--- src/rtl/store_pack_pkg.sv ---
// Shared store-op encodings, buffer entry layout and the lane-packing helpers.
package store_pack_pkg;

  localparam int ST_OP_LENGTH = 2;
  localparam int ENTRY_W      = 68;

  typedef enum logic [ST_OP_LENGTH-1:0] {
    ST_SB  = 2'b00,
    ST_SH  = 2'b01,
    ST_SW  = 2'b10,
    ST_ILL = 2'b11
  } st_op_e;

  typedef struct packed {
    logic [31:0] addr;
    logic [31:0] wdata;
    logic [3:0]  be;
  } entry_t;

  // True when the request must be dropped: illegal op or misaligned address.
  function automatic logic store_bad(input logic [ST_OP_LENGTH-1:0] op, input logic [1:0] a);
    logic bad;
    bad = 1'b0;
    case (op)
      ST_SB:   bad = 1'b0;
      ST_SH:   bad = a[0];
      ST_SW:   bad = (a != 2'b00);
      default: bad = 1'b1;
    endcase
    return bad;
  endfunction

  // Word-aligns the address, replicates data across lanes and builds byte enables.
  function automatic entry_t pack_store(input logic [ST_OP_LENGTH-1:0] op,
                                        input logic [31:0] addr,
                                        input logic [31:0] data);
    entry_t e;
    e.addr  = {addr[31:2], 2'b00};
    e.wdata = data;
    e.be    = 4'b1111;
    case (op)
      ST_SB: begin
        e.wdata = {4{data[7:0]}};
        e.be    = 4'b0001 << addr[1:0];
      end
      ST_SH: begin
        e.wdata = {2{data[15:0]}};
        e.be    = addr[1] ? 4'b1100 : 4'b0011;
      end
      default: begin
        e.wdata = data;
        e.be    = 4'b1111;
      end
    endcase
    return e;
  endfunction

endpackage

--- src/rtl/store_fifo.sv ---
// Circular store buffer: storage, wrapping pointers and occupancy count.
module store_fifo #(
  parameter int DEPTH = 2,
  parameter int W     = 68
) (
  input  logic         clk,
  input  logic         rst_n,
  input  logic         push,
  input  logic [W-1:0] din,
  input  logic         pop,
  output logic [W-1:0] dout,
  output logic         full,
  output logic         empty
);
  localparam int PW = (DEPTH > 1) ? $clog2(DEPTH) : 1;
  localparam int CW = $clog2(DEPTH + 1);

  logic [W-1:0]  mem [DEPTH];
  logic [PW-1:0] wr_ptr;
  logic [PW-1:0] rd_ptr;
  logic [CW-1:0] count;

  assign full  = (count == CW'(DEPTH));
  assign empty = (count == '0);
  // Head is forced to zero when nothing is buffered so reset leaves clean outputs.
  assign dout  = empty ? '0 : mem[rd_ptr];

  // Entry storage; written only on enqueue, never cleared.
  always_ff @(posedge clk) begin
    if (push) mem[wr_ptr] <= din;
  end

  // Pointers wrap naturally since DEPTH is a power of two; count tracks occupancy.
  always_ff @(posedge clk or negedge rst_n) begin
    if (!rst_n) begin
      wr_ptr <= '0;
      rd_ptr <= '0;
      count  <= '0;
    end else begin
      if (push) wr_ptr <= wr_ptr + PW'(1);
      if (pop)  rd_ptr <= rd_ptr + PW'(1);
      case ({push, pop})
        2'b10:   count <= count + CW'(1);
        2'b01:   count <= count - CW'(1);
        default: count <= count;
      endcase
    end
  end

endmodule

--- src/rtl/store_pack.sv ---
// MEM-stage store packer: validates alignment, lane-replicates data, buffers
// accepted stores and drains them to data memory over valid/ready.
module store_pack
  import store_pack_pkg::*;
#(
  parameter int DEPTH = 2
) (
  input  logic                    clk,
  input  logic                    rst_n,
  input  logic                    st_valid,
  output logic                    st_ready,
  input  logic [ST_OP_LENGTH-1:0] st_op,
  input  logic [31:0]             st_addr,
  input  logic [31:0]             st_data,
  output logic                    st_err,
  output logic                    mem_valid,
  input  logic                    mem_ready,
  output logic [31:0]             mem_addr,
  output logic [31:0]             mem_wdata,
  output logic [3:0]              mem_be,
  output logic                    empty
);
  logic   accept;
  logic   bad;
  logic   push;
  logic   pop;
  logic   full;
  entry_t in_entry;
  entry_t head;

  assign st_ready  = !full;
  assign accept    = st_valid && st_ready;
  assign bad       = store_bad(st_op, st_addr[1:0]);
  assign push      = accept && !bad;
  assign in_entry  = pack_store(st_op, st_addr, st_data);
  assign mem_valid = !empty;
  assign pop       = mem_valid && mem_ready;
  assign mem_addr  = head.addr;
  assign mem_wdata = head.wdata;
  assign mem_be    = head.be;

  store_fifo #(
    .DEPTH(DEPTH),
    .W    (ENTRY_W)
  ) u_fifo (
    .clk  (clk),
    .rst_n(rst_n),
    .push (push),
    .din  (in_entry),
    .pop  (pop),
    .dout (head),
    .full (full),
    .empty(empty)
  );

  // One-cycle error pulse for an accepted request that was dropped.
  always_ff @(posedge clk or negedge rst_n) begin
    if (!rst_n) st_err <= 1'b0;
    else        st_err <= accept && bad;
  end

endmodule

--- config.mk ---
export PLATFORM = sky130hd
export DESIGN_NAME = store_pack
export DESIGN_NICKNAME = d
export VERILOG_FILES = /design/src/rtl/store_pack_pkg.sv /design/src/rtl/store_fifo.sv /design/src/rtl/store_pack.sv
export SDC_FILE = /design/constraint.sdc
export NUM_CORES = 1
export LEC_CHECK = 0
export CORE_MARGIN = 5
export CORE_UTILIZATION = 49
export DETAILED_ROUTE_END_ITERATION = 7
export PLACE_DENSITY_LB_ADDON = 0.2
export SLEW_MARGIN = 5
export SYNTH_ARGS = -nofsm -noshare
export SYNTH_HDL_FRONTEND = slang
export SYNTH_SLANG_ARGS = --single-unit
--- constraint.sdc ---
create_clock -name clk -period 5.35 [get_ports clk]
set_clock_uncertainty 0.15 [all_clocks]
set_input_delay 1.07 -clock clk [delete_from_list [all_inputs] [get_ports clk]]
set_output_delay 1.07 -clock clk [all_outputs]
set_load 0.005 [all_outputs]
==> metrics <==
Slew @ Worst Pin 1.190 ns; asr flop ratio synth 3.650%; antenna diode count 0; Syn-to-layout area delta 35.79%; Overflow after GRT 0; Top Layer Used met4; Setup Crit Path Kind flip-flop to output port; root buf cell clkbuf_16; Most used DFF post-synth edfxtp_1; Nets 571; Resized cells post-CTS 0; syn_area_per_cell 15.86 µm²; post-CTS setup buffer count 0; Die Span X 117.6 µm; worst setup path start u_fifo.rd_ptr; cell count after synthesis 358; Yosys top cell area share 69.83%; DRT Pass-1 Iters 4; initial antenna violation count 0; most frequent cells after synthesis 132 x edfxtp_1, 74 x mux2i_1, 70 x nor2_1, 16 x mux2_2, 9 x nand2_1; Fill cells 825; CP Launch Type flip-flop; Placed Area 7132 µm²; Max transition margin 20.68%; Power Dens Cells 500.6 nW/µm²; # IOs 142; critical path capture point type output port; CTS Hold Bufs 0; Fmax 256.7 MHz; HP Start u_fifo.count[1]; switching power 1.080 mW; pin count of the biggest net entering global routing 68; Worst Path Max Fanout 67; Ys Warns 0; top-count cell post-synth edfxtp_1; Final Instance Area 7709 µm²; HP Class flip-flop to flip-flop; Util after Layout 67.80%; antenna viol nets, final 0; Core ar. 11370 µm²; routed vias/inst 5.108; Initial Util 49.93%; layout cells sized above 1 11.31%; vias in the first global route 3521; via count 3351; final HPWL from detailed placement 7.544 mm; routability cong. 0.8025; largest cells by area after synthesis edfxtp_1 70%, mux2i_1 13%, nor2_1 4.6%, mux2_2 3.2%, dfrtp_1 2.2%; M1 WL 4.997 mm; Setup-failing EPs final 0; # rows 39; VDD IR max 0.2977 mV; routed length per instance 17.49 µm; synth unique cells 25; Setup TNS 0 ns; cell accounting for the most synthesized area edfxtp_1; Internal 2.779 mW; RSZ-0062 raised after global routing false; Tot Pwr 3.859 mW; Pleak 2.845 nW; Die Footprint 13840 µm²; Data required, critical path 4.13 ns; final WL 11.48 mm; Slew Limit Fails 0; Hold Vio Cnt, Final 0; clk_lat worst skew 0.41 ns; TritonCTS clock tree yes; MaxCap Viol Count 0; met3 WL post-DR 663 µm; clk slew on worst S/H paths 0.05 ns; status complete, no violations; clock buffer depth 2; Sink Count 137; Net Sw Frac 27.98%; final hold slack 0.3517 ns; Iter 0 DRT Violations 207; TritonCTS Buffers 17; Clk pwr share 28.9%; combinational share of power 32.1%; # DRC 0; # port buffers 139; sequential share of power 39.0%; total global routing track utilization 17.05%; register area share after synthesis 72.03%; Period minus WS final 3.896 ns; synthesized area 5677 µm²; first-pass GRT wire length 18.37 mm; Seq cells post-synth 137; die height 117.6 µm; Met2 Wirelength 5.660 mm; # H-tree levels 4; final period utilization 72.82%; Critical Path AT 2.68 ns; number of synthesized flops with an enable pin 132; r2r startpoint u_fifo.count[0]
[cell usage in the layout (no fill, tap or decap), drive strengths merged, types with 6 or more instances in the layout]
master	count
clkbuf	18
clkdlybuf4s50	139
edfxtp	132
inv	6
mux2	16
mux2i	74
nand2	9
nor2	71
o21ai	8
[cell type report]
class                      instances  area, µm²  area share (%)
timing repair buffer             143       1421           18.44
clock buffer                      18      429.2           5.567
tap                              143      178.9           2.321
multi-input combinational        198       1428           18.52
sequential                       137       4093           53.09
clock inverter                    14      147.6           1.915
inverter                           3      11.26          0.1461
[state kept, by name, indices dropped and copies added (netlist names)]
| name | flops |
|---|---|
| u_fifo.mem | 132 |
| u_fifo.count | 2 |
| st_err | 1 |
| u_fifo.rd_ptr | 1 |
| u_fifo.wr_ptr | 1 |
[final timing paths]
path	depth (start not counted)	slack [ns]	to
setup / recovery	3	1.45	mem_wdata[28]
hold reg to reg	1	0.35	u_fifo.count[1]
setup reg to reg	4	3.07	u_fifo.mem[1][59]
max in group asynchronous	1	4.10	u_fifo.rd_ptr
hold / removal	1	0.35	u_fifo.count[1]
min in group asynchronous	1	0.73	u_fifo.count[0]
[power groups by stage]
stage                     clock network, mW  registers, mW  logic [mW]
after floorplan                           0           1.40       0.713
after CTS                              1.13           1.51        1.27
final                                  1.12           1.50        1.24
after global routing                   1.19           1.52        1.35
after detailed placement                  0           1.53        1.26
after global placement                    0           1.52        1.24
[kinds of logic after synthesis]
family	count (synthesis)	share of synthesized area (%)
compound gates	14	1.543
buf+inv	24	3.152
flops	137	72.03
xor+xnor	5	0.7716
fa+ha+maj	1	0.2204
mux	90	16.22
other cells	1	0.06606
simple gates	86	5.995
[per-layer routing]
metal  vias to the layer above  GRT usage (%)
li1                       1595              -
met1                      1629          21.15
met2                       108          28.11
met3                        19          6.103
met4                         0          5.161
met5                         -              0
[critical path, cell delays in order (launching register included)]
cell	delay [ns]
dfrtp_4	1.18
mux2i_1	0.27
nor2_1	0.21
clkdlybuf4s50_1	0.54
[stage by stage]
stage | instances | worst slack [ns]
finish | 656 | 1.454
global route | 656 | 1.279
CTS | 656 | 1.432
detailed placement | 624 | 1.381
global placement | 624 | 1.452
floorplan | 359 | 0.4479
Power figures use the tool's default switching activity.
